### src/rtl/nn_io_pkg.sv
// Shared definitions for generated neural-network tops: frame controller
// states, address-width helpers and default frame geometry.
package nn_io_pkg;

    localparam int DEFAULT_DATA_W = 8;
    localparam int DEFAULT_N_IN   = 3;
    localparam int DEFAULT_N_OUT  = 1;

    typedef enum logic [1:0] {
        IDLE  = 2'd0,
        LOAD  = 2'd1,
        RUN   = 2'd2,
        DRAIN = 2'd3
    } state_e;

    // Ceiling log2; returns 0 for values <= 1.
    function automatic int clog2(input int value);
        int result;
        int rem;
        result = 0;
        rem    = value - 1;
        while (rem > 0) begin
            result = result + 1;
            rem    = rem >> 1;
        end
        return result;
    endfunction

    // Address width for a buffer of the given depth, never narrower than 1 bit.
    function automatic int addr_w(input int depth);
        return (clog2(depth) < 1) ? 1 : clog2(depth);
    endfunction

endpackage

### src/rtl/nn_sample_ram.sv
// Small sample buffer: one synchronous write port and one registered read
// port. Reads of the address being written return the new value.
module nn_sample_ram
    import nn_io_pkg::*;
#(
    parameter int DEPTH = DEFAULT_N_IN,
    parameter int WIDTH = DEFAULT_DATA_W,
    localparam int AW   = addr_w(DEPTH)
) (
    input  logic             clk,
    input  logic             rst,
    input  logic             we,
    input  logic [AW-1:0]    waddr,
    input  logic [WIDTH-1:0] wdata,
    input  logic [AW-1:0]    raddr,
    output logic [WIDTH-1:0] rdata
);

    logic [WIDTH-1:0] mem_q [DEPTH];
    logic [WIDTH-1:0] rdata_d;
    logic [WIDTH-1:0] rdata_q;
    logic             wr_en;
    logic             rd_in_range;

    assign wr_en       = we && (int'(waddr) < DEPTH);
    assign rd_in_range = int'(raddr) < DEPTH;

    // NOTE: the storage array has no reset; only the read register does, so the array can map onto RAM.
    always_ff @(posedge clk) begin
        if (wr_en) begin
            mem_q[waddr] <= wdata;
        end
    end

    always_comb begin
        rdata_d = '0;
        if (rd_in_range) begin
            rdata_d = (wr_en && (waddr == raddr)) ? wdata : mem_q[raddr];
        end
    end

    always_ff @(posedge clk) begin
        if (rst) begin
            rdata_q <= '0;
        end else begin
            rdata_q <= rdata_d;
        end
    end

    assign rdata = rdata_q;

endmodule

### src/rtl/nn_frame_io_ctrl.sv
// Frame I/O controller: loads N_IN samples, hands them to the layer pipeline,
// captures N_OUT results and streams them out with backpressure.
module nn_frame_io_ctrl
    import nn_io_pkg::*;
#(
    parameter int DATA_W  = DEFAULT_DATA_W,
    parameter int N_IN    = DEFAULT_N_IN,
    parameter int N_OUT   = DEFAULT_N_OUT,
    parameter int TIMEOUT = 1024,
    parameter int CNT_W   = 16,
    localparam int IAW    = addr_w(N_IN),
    localparam int OAW    = addr_w(N_OUT)
) (
    input  logic              clk,
    input  logic              rst,
    input  logic              in_valid,
    input  logic [DATA_W-1:0] in_data,
    output logic              in_ready,
    output logic              core_req,
    input  logic              core_ack,
    input  logic [IAW-1:0]    core_in_addr,
    output logic [DATA_W-1:0] core_in_data,
    input  logic              core_out_we,
    input  logic [OAW-1:0]    core_out_addr,
    input  logic [DATA_W-1:0] core_out_data,
    output logic              out_valid,
    input  logic              out_ready,
    output logic [DATA_W-1:0] out_data,
    output logic [OAW-1:0]    out_index,
    output logic              out_last,
    output logic              busy,
    output logic              timeout_err,
    output logic [CNT_W-1:0]  frame_cnt
);

    localparam int WD_W = addr_w(TIMEOUT);
    localparam logic [WD_W-1:0] WD_LAST  = WD_W'((TIMEOUT > 0) ? TIMEOUT - 1 : 0);
    localparam logic [IAW-1:0]  WR_LAST  = IAW'(N_IN - 1);
    localparam logic [OAW-1:0]  RD_LAST  = OAW'(N_OUT - 1);

    state_e            state_d, state_q;
    logic [IAW-1:0]    wr_cnt_d, wr_cnt_q;
    logic [OAW-1:0]    rd_cnt_d, rd_cnt_q;
    logic [WD_W-1:0]   wd_cnt_d, wd_cnt_q;
    logic              timeout_err_d, timeout_err_q;
    logic [CNT_W-1:0]  frame_cnt_d, frame_cnt_q;

    logic in_fire;
    logic out_fire;
    logic wd_expire;
    logic obuf_we;

    assign in_fire   = in_valid && (state_q == LOAD);
    assign out_fire  = out_ready && (state_q == DRAIN);
    assign wd_expire = (TIMEOUT > 0) && (wd_cnt_q == WD_LAST);
    assign obuf_we   = core_out_we && (state_q == RUN);

    // NOTE: every _d gets its default first so no branch can infer a latch.
    always_comb begin
        state_d       = state_q;
        wr_cnt_d      = wr_cnt_q;
        rd_cnt_d      = rd_cnt_q;
        wd_cnt_d      = '0;
        timeout_err_d = timeout_err_q;
        frame_cnt_d   = frame_cnt_q;

        unique case (state_q)
            IDLE: begin
                state_d = LOAD;
            end
            LOAD: begin
                if (in_fire) begin
                    if (wr_cnt_q == WR_LAST) begin
                        wr_cnt_d = '0;
                        state_d  = RUN;
                    end else begin
                        wr_cnt_d = wr_cnt_q + IAW'(1);
                    end
                end
            end
            RUN: begin
                wd_cnt_d = wd_cnt_q + WD_W'(1);
                // An ack on the expiry cycle completes the frame normally.
                if (core_ack) begin
                    state_d = DRAIN;
                end else if (wd_expire) begin
                    timeout_err_d = 1'b1;
                    state_d       = LOAD;
                end
            end
            DRAIN: begin
                if (out_fire) begin
                    if (rd_cnt_q == RD_LAST) begin
                        rd_cnt_d    = '0;
                        frame_cnt_d = frame_cnt_q + CNT_W'(1);
                        state_d     = LOAD;
                    end else begin
                        rd_cnt_d = rd_cnt_q + OAW'(1);
                    end
                end
            end
            default: begin
                state_d = IDLE;
            end
        endcase
    end

    // NOTE: sequential state uses non-blocking assignments so all flops update together at the edge.
    always_ff @(posedge clk) begin
        if (rst) begin
            state_q       <= IDLE;
            wr_cnt_q      <= '0;
            rd_cnt_q      <= '0;
            wd_cnt_q      <= '0;
            timeout_err_q <= 1'b0;
            frame_cnt_q   <= '0;
        end else begin
            state_q       <= state_d;
            wr_cnt_q      <= wr_cnt_d;
            rd_cnt_q      <= rd_cnt_d;
            wd_cnt_q      <= wd_cnt_d;
            timeout_err_q <= timeout_err_d;
            frame_cnt_q   <= frame_cnt_d;
        end
    end

    nn_sample_ram #(
        .DEPTH (N_IN),
        .WIDTH (DATA_W)
    ) u_ibuf (
        .clk   (clk),
        .rst   (rst),
        .we    (in_fire),
        .waddr (wr_cnt_q),
        .wdata (in_data),
        .raddr (core_in_addr),
        .rdata (core_in_data)
    );

    // Reading at rd_cnt_d prefetches, so out_data tracks rd_cnt_q with no bubble.
    nn_sample_ram #(
        .DEPTH (N_OUT),
        .WIDTH (DATA_W)
    ) u_obuf (
        .clk   (clk),
        .rst   (rst),
        .we    (obuf_we),
        .waddr (core_out_addr),
        .wdata (core_out_data),
        .raddr (rd_cnt_d),
        .rdata (out_data)
    );

    assign in_ready    = (state_q == LOAD);
    assign core_req    = (state_q == RUN);
    assign out_valid   = (state_q == DRAIN);
    assign out_index   = rd_cnt_q;
    assign out_last    = (state_q == DRAIN) && (rd_cnt_q == RD_LAST);
    assign busy        = (state_q != IDLE);
    assign timeout_err = timeout_err_q;
    assign frame_cnt   = frame_cnt_q;

endmodule

### config.mk
export PLATFORM = sky130hd
export DESIGN_NAME = nn_frame_io_ctrl
export DESIGN_NICKNAME = d
export VERILOG_FILES = /design/src/rtl/nn_io_pkg.sv /design/src/rtl/nn_sample_ram.sv /design/src/rtl/nn_frame_io_ctrl.sv
export SDC_FILE = /design/constraint.sdc
export NUM_CORES = 1
export LEC_CHECK = 0
export BUFFER_PORTS_ARGS = -buffer_cell sky130_fd_sc_hd__buf_2
export CORE_AREA = 2 2 81 83
export CTS_CLUSTER_DIAMETER = 60
export DETAILED_ROUTE_END_ITERATION = 12
export DIE_AREA = 0 0 83 85
export GPL_TIMING_DRIVEN = 0
export PLACE_DENSITY_LB_ADDON = 0.12
export SLEW_MARGIN = 20
export SYNTH_ARGS = -nofsm -noshare
export SYNTH_HDL_FRONTEND = slang
export SYNTH_HIERARCHICAL = 1
export SYNTH_SLANG_ARGS = --single-unit
export TNS_END_PERCENT = 10
### constraint.sdc
create_clock -name clk -period 2.2 [get_ports clk]
set_input_delay 0.33 -clock clk [delete_from_list [all_inputs] [get_ports clk]]
set_output_delay 0.33 -clock clk [all_outputs]
set_load 0.01 [all_outputs]
==> results of run 1 <==
-- state kept, by name, indices dropped and copies added (netlist names) --
signal / count
wd_cnt_q: 10
frame_cnt: 16
u_ibuf/rdata: 8
u_obuf/mem_q: 8
state_q: 2
out_index: 1
u_ibuf/mem_q: 24
wr_cnt_q: 2
timeout_err: 1
u_obuf/rdata: 8
-- layout by cell type (no fill, tap or decap), types with 3 or more instances in the layout --
cell type                   n
sky130_fd_sc_hd__nand2b_1   9
sky130_fd_sc_hd__nor2_1    23
sky130_fd_sc_hd__buf_6      4
sky130_fd_sc_hd__mux2_2     8
sky130_fd_sc_hd__clkbuf_1   4
sky130_fd_sc_hd__dfxtp_1   56
sky130_fd_sc_hd__a21oi_1   11
sky130_fd_sc_hd__xor2_1    14
sky130_fd_sc_hd__clkbuf_8   9
sky130_fd_sc_hd__or3_2      3
sky130_fd_sc_hd__mux2_4     8
sky130_fd_sc_hd__nand4_1    7
sky130_fd_sc_hd__buf_2     65
sky130_fd_sc_hd__o31ai_1    3
sky130_fd_sc_hd__nor2b_1    8
sky130_fd_sc_hd__nand2_1   20
sky130_fd_sc_hd__and3_1     4
sky130_fd_sc_hd__ha_1       7
sky130_fd_sc_hd__or2b_1     3
sky130_fd_sc_hd__nand3_1    6
sky130_fd_sc_hd__and2_1     3
sky130_fd_sc_hd__o21ai_0    7
sky130_fd_sc_hd__mux2i_1    9
sky130_fd_sc_hd__o211ai_1  10
sky130_fd_sc_hd__inv_1      7
sky130_fd_sc_hd__edfxtp_1  24
sky130_fd_sc_hd__or3_1      4
-- what timing repair did --
| action | in CTS | in global routing |
|---|---|---|
| endpoints found under the hold margin | 0 | 0 |
| gates resized for setup | 0 | 2 |
| hold buffers | 0 | 0 |
| setup buffers | 0 | 0 |
| setup endpoints to repair | 0 | 17 |
-- kinds of logic (layout without fill, tap and decap cells) --
group,after synthesis,in the layout,share of synthesized area [%]
xor+xnor,16,16,4.43
mux,25,25,9.01
buf+inv,18,96,3.04
simple gates,107,107,18.3
compound gates,36,36,7.39
fa+ha+maj,7,7,2.63
flops,80,80,55.2
-- cell type report --
| cell class | instances | area, sq um |
|---|---|---|
| Fill cell | 518 | 2280 |
| Sequential cell | 80 | 1840 |
| Tap cell | 77 | 96.3 |
| Multi-Input combinational cell | 191 | 1400 |
| Timing Repair Buffer | 62 | 310 |
| Buffer | 11 | 75.1 |
| Inverter | 7 | 26.3 |
| Clock inverter | 7 | 52.6 |
| Clock buffer | 9 | 124 |
-- how the worst max path moves through the flow --
| stage | from | endpoint | slack (ns) | cells past startpoint |
|---|---|---|---|---|
| CTS | state_q[1] | u_ibuf/mem_q[2][2] | 0.08 | 6 |
| detailed placement | state_q[1] | u_ibuf/mem_q[2][0] | 0.09 | 6 |
| global placement | state_q[1] | u_ibuf/mem_q[0][0] | 0.15 | 6 |
| global route | state_q[1] | u_ibuf/rdata[4] | 0.003 | 7 |
| floorplan | state_q[0] | frame_cnt[15] | 0.43 | 6 |
| finish | state_q[1] | u_ibuf/rdata[4] | 0.20 | 7 |
-- routing by layer --
metal | up-vias | routed length, microns | share of wire [%] | GRT usage [%]
met2 | 52 | 2750 | 46 | 27.9
li1 | 1163 | - | - | -
met1 | 1043 | 2930 | 49 | 23.7
met5 | - | 0 | 0 | 0
met4 | 0 | 106 | 1.8 | 8.94
met3 | 9 | 245 | 4.1 | 4.09
-- where the power goes --
group,switching [mW],leakage [nW],internal (mW)
clock network,0.563,0.0948,0.421
logic,0.274,0.845,0.287
registers,0.0562,0.673,1.69
==> flow_metrics.env, run 1 <==
export IMPL_outcome="complete, no violations"
export IMPL_post_synth_most_frequent_cells="sky130_fd_sc_hd__dfxtp_1, sky130_fd_sc_hd__nor2_1, sky130_fd_sc_hd__edfxtp_1, sky130_fd_sc_hd__nand2_1, sky130_fd_sc_hd__xor2_1"
export IMPL_post_synth_top_area_fraction_pct=33.6
export IMPL_cell_with_the_largest_stage_delay_on_the_worst_path="sky130_fd_sc_hd__o32ai_4"
export IMPL_setup_tns_ns=0
export IMPL_hold_path_endpoint="u_ibuf/mem_q[1][3]"
export IMPL_slew_headroom_pct=59.3
export IMPL_finalWorstSetupSlack_ns=0.200
export IMPL_placement_rows=29
export IMPL_min_delay_path_class="in -> reg"
export IMPL_ys_types=45
export IMPL_cts_max_path_buffers=2
export IMPL_drc_errors=0
export IMPL_most_numerous_cell_in_the_yosys_netlist="sky130_fd_sc_hd__dfxtp_1"
export IMPL_grt_ovfl_total=0
export IMPL_cts_sinks=80
export IMPL_ys_warnings_count=6
export IMPL_h_tree_depth=3
export IMPL_firstDrtPassIters=4
export IMPL_syn_nets=321
export IMPL_grt_max_degree=16
export IMPL_synth_main_ff_cell="sky130_fd_sc_hd__dfxtp_1"
export IMPL_pin_count=64
export IMPL_report_final_setup_viol=0
export IMPL_crit_top_cell="sky130_fd_sc_hd__inv_1"
export IMPL_finish_cell_count_without_fillers=444
export IMPL_grt_antenna_before_repair=0
export IMPL_synth_edff_count=24
export IMPL_min_period_over_period_pct=90.9
export IMPL_launching_point_of_the_worst_reg2reg_path="state_q[1]"
export IMPL_die_x_microns=83
export IMPL_ys_top_cells_by_area="sky130_fd_sc_hd__dfxtp_1, sky130_fd_sc_hd__edfxtp_1, sky130_fd_sc_hd__xor2_1"
export IMPL_holdPathStages=1
export IMPL_cp_end_kind="register"
export IMPL_drt_vias_per_instance=5.11
export IMPL_netlist_instances=289
export IMPL_vdd_drop_max_mv=0.543
export IMPL_path_class="reg -> reg"
export IMPL_rsz_0062_raised_after_global_routing="no"
export IMPL_worstPathBufferInverterCount=2
export IMPL_diodes=0
export IMPL_post_place_cells=428
export IMPL_port_buffers=62
export IMPL_crit_family="compound AO/OA/AOI/OAI gates"
export IMPL_grt_pass1_vias=2101
export IMPL_final_antenna_net_count=0
export IMPL_finalHoldViolations=0
export IMPL_syn_mean_instance_area_sq_um=11.5
export IMPL_final_layout_size_suffix_gt1_share_pct=31.1
export IMPL_initial_core_util_pct=53.7
export IMPL_dp_hpwl_mm=4.11
export IMPL_synth_seq_cells=80
export IMPL_p_leak_nw=1.61
export IMPL_crit_path_start_kind="register"
export IMPL_ys_seq_area_share_pct=55.2
export IMPL_critical_path_cell_chain="inv_1 > ha_1 > nand2_1 > inv_1 > nand2b_1 > o32ai_4 > mux2i_1"
export IMPL_timing_max_cap_violations=0
export IMPL_worstHoldStart="in_data[3]"
export IMPL_num_vias=2267
export IMPL_finish_instance_area_sq_um=3920
export IMPL_totalWireLength_mm=6.03
export IMPL_cts_root_buffer_cell="sky130_fd_sc_hd__clkbuf_8"
export IMPL_finalMaxSlewViolations=0
export IMPL_synth_cell_area_sq_um=3330
export IMPL_areaGrowthSynthToFinish_pct=17.6
export IMPL_clk_pin_slew_worst_paths_ns=0.09
export IMPL_routed_wire_length_per_instance_microns=13.6
export IMPL_utilization_pct=63.2
export IMPL_worst_skew_ns=0.00870
export IMPL_tightest_slew_ns=0.610
export IMPL_path_max_fanout=8
export IMPL_placeableCoreArea_sq_um=6200
export IMPL_rrSetupSlack_ns=0.20
export IMPL_power_density_cell_area_nw_per_um2=838
export IMPL_worst_path_largest_cell_delay_ns=0.55
export IMPL_max_freq_ghz=0.500
export IMPL_die_area_sq_um=7060
export IMPL_globalRouteTotalUtil_pct=17.9
export IMPL_synth_top_area_cell="sky130_fd_sc_hd__dfxtp_1"
export IMPL_share_of_synthesized_flip_flops_with_an_asynchronous_set_or_reset_pct=0
export IMPL_cts_tree="built"
export IMPL_fin_total_pwr_mw=3.29
export IMPL_worstSkewPairLatency_ns=0.35
export IMPL_ff2ff_path_depth=7
export IMPL_fin_hold_ws_ns=0.190
export IMPL_drt_iter0_drc=57
export IMPL_worstReg2RegEnd="u_ibuf/rdata[4]"
export IMPL_net_count_of_the_finished_layout=394
export IMPL_req_time_crit_path_ns=2.48
export IMPL_cts_inserted_buffers=9
export IMPL_grt_first_pass_wirelength_mm=9.94
export IMPL_placement_cell_area_sq_um=3740
export IMPL_die_h_microns=85
export IMPL_detailedPlace_worstSlack_ns=0.0929
export IMPL_critical_path_at_ns=2.28
export IMPL_post_route_min_period_ns=2.00
export IMPL_globalplace_congestion=0.712
No activity file was read; power rests on OpenSTA's default activity.
==> run 2: changes to the inputs <==
Settings changed: CORE_AREA 2 2 81 83 to 2 2 67 101, DIE_AREA 0 0 83 85 to 0 0 69 103, GPL_TIMING_DRIVEN 0 to 1.
==> run 2 against run 1 <==
Against the previous run:
- sequential power about the same
- setup slack improved by 0.15 ns
- global-route usage increased by 0.18 points
- core utilization decreased by 1.1 points
- clock skew decreased by 0.0024 ns
- via count increased by 1.4%
- die area increased by 0.74%
- largest cell class unchanged
- largest power group unchanged
==> flow_metrics.env, run 2 (synthesis results as in run 1) <==
export IMPL_outcome="complete, no violations"
export IMPL_tightest_slew_ns=0.509
export IMPL_cts_inserted_buffers=9
export IMPL_min_delay_path_class="in -> reg"
export IMPL_largest_register_ff_count=24
export IMPL_routed_wire_length_per_instance_microns=14.0
export IMPL_num_vias=2298
export IMPL_globalplace_congestion=0.720
export IMPL_clk_pin_slew_worst_paths_ns=0.08
export IMPL_die_x_microns=69
export IMPL_setup_tns_ns=0
export IMPL_min_period_over_period_pct=84.3
export IMPL_post_cts_setup_buffers=0
export IMPL_mostFrequentLayoutCells="sky130_fd_sc_hd__buf_2, sky130_fd_sc_hd__dfxtp_1, sky130_fd_sc_hd__nor2_1"
export IMPL_cts_sinks=80
export IMPL_cts_tree="built"
export IMPL_post_route_min_period_ns=1.85
export IMPL_finish_cell_count_without_fillers=440
export IMPL_finalMaxSlewViolations=0
export IMPL_grt_antenna_before_repair=0
export IMPL_drc_errors=0
export IMPL_path_class="reg -> reg"
export IMPL_drt_iter0_drc=80
export IMPL_commonest_non_fill_non_tap_cell_in_the_layout="sky130_fd_sc_hd__buf_2"
export IMPL_finalHoldViolations=0
export IMPL_die_h_microns=103
export IMPL_initial_core_util_pct=52.9
export IMPL_finalWorstSetupSlack_ns=0.346
export IMPL_postCtsResizedCells=0
export IMPL_final_layout_size_suffix_gt1_share_pct=31.0
export IMPL_rsz_0062_raised_after_global_routing="no"
export IMPL_grt_first_pass_wirelength_mm=10.1
export IMPL_pin_count=64
export IMPL_p_leak_nw=1.62
export IMPL_vdd_drop_max_mv=0.609
export IMPL_utilization_pct=62.1
export IMPL_cts_root_buffer_cell="sky130_fd_sc_hd__clkbuf_8"
export IMPL_regMostFlops="u_ibuf/mem_q"
export IMPL_max_freq_ghz=0.539
export IMPL_net_count_of_the_finished_layout=391
export IMPL_worstSkewPairLatency_ns=0.35
export IMPL_fillerInstances=530
export IMPL_placement_rows=36
export IMPL_drt_vias_per_instance=5.22
export IMPL_fin_hold_ws_ns=0.202
export IMPL_h_tree_depth=3
export IMPL_post_place_cells=424
export IMPL_report_final_setup_viol=0
export IMPL_path_max_fanout=9
export IMPL_cts_max_path_buffers=2
export IMPL_die_area_sq_um=7110
export IMPL_grt_pass1_vias=2185
export IMPL_areaGrowthSynthToFinish_pct=17.4
export IMPL_diodes=0
export IMPL_cts_hold_buffers_added=0
export IMPL_timing_max_cap_violations=0
export IMPL_firstDrtPassIters=4
export IMPL_power_density_cell_area_nw_per_um2=858
export IMPL_detailedPlace_worstSlack_ns=0.367
export IMPL_critical_path_at_ns=2.14
export IMPL_req_time_crit_path_ns=2.48
export IMPL_grt_max_degree=28
export IMPL_final_antenna_net_count=0
export IMPL_grt_ovfl_total=0
export IMPL_slew_headroom_pct=66.1
export IMPL_placeableCoreArea_sq_um=6310
export IMPL_globalRouteTotalUtil_pct=18.1
export IMPL_port_buffers=63
export IMPL_dp_hpwl_mm=4.39
export IMPL_cp_end_kind="register"
export IMPL_crit_path_start_kind="register"
export IMPL_totalWireLength_mm=6.17
export IMPL_worst_skew_ns=0.00630
## run 2: changes by cell type in the layout (fill, tap and decap cells not counted), sizes merged
cell / before / now
buf: 69 / 70
clkbuf: 13 / 10
clkinv: 3 / 1
inv: 11 / 12
## run 2: worst max-delay path: stages, from the launching register on
cell                      delay (ns)
sky130_fd_sc_hd__dfxtp_1        0.41
sky130_fd_sc_hd__ha_1           0.26
sky130_fd_sc_hd__and4b_1        0.29
sky130_fd_sc_hd__nand4_4        0.18
sky130_fd_sc_hd__or4_1          0.50
sky130_fd_sc_hd__a21oi_1        0.15
## run 2: cell type report
cell class / count / area, sq um / area share [%]
Tap cell: 76 / 95.1 / 2.43
Timing Repair Buffer: 70 / 368 / 9.39
Clock inverter: 6 / 45.0 / 1.15
Multi-Input combinational cell: 191 / 1390 / 35.5
Inverter: 7 / 26.3 / 0.671
Sequential cell: 80 / 1840 / 47.0
Clock buffer: 10 / 149 / 3.80
## run 2: power breakdown
group          internal (mW)  total, mW  leakage, nW  switching [mW]
sequential              1.69       1.75        0.673          0.0608
combinational          0.297      0.572        0.845           0.275
clock                  0.490       1.04        0.104           0.551
## run 2: path summary, 6_finish.rpt
kind / to / slack (ns) / cells past startpoint / start
setup reg to reg: frame_cnt[15] / 0.35 / 5 / state_q[0]
setup / recovery: frame_cnt[15] / 0.35 / 5 / state_q[0]
hold / removal: u_ibuf/mem_q[2][4] / 0.20 / 1 / in_data[4]
hold reg to reg: wd_cnt_q[0] / 0.47 / 1 / wd_cnt_q[0]
## run 2: through the flow
| step | cell area, sq um | total power [mW] |
|---|---|---|
| CTS | 3920 | 3.40 |
| global placement | 3720 | 2.34 |
| global route | 3920 | 3.53 |
| floorplan | 3330 | 2.16 |
| finish | 3920 | 3.36 |
| detailed placement | 3720 | 2.35 |
## run 2: layer usage
| metal | vias to the layer above | track usage [%] | wire, microns |
|---|---|---|---|
| met3 | 8 | 4.99 | 298 |
| met4 | 0 | 7.24 | 94 |
| met2 | 57 | 32.2 | 3210 |
| met5 | - | 0 | 0 |
| li1 | 1155 | - | - |
| met1 | 1078 | 20.6 | 2570 |
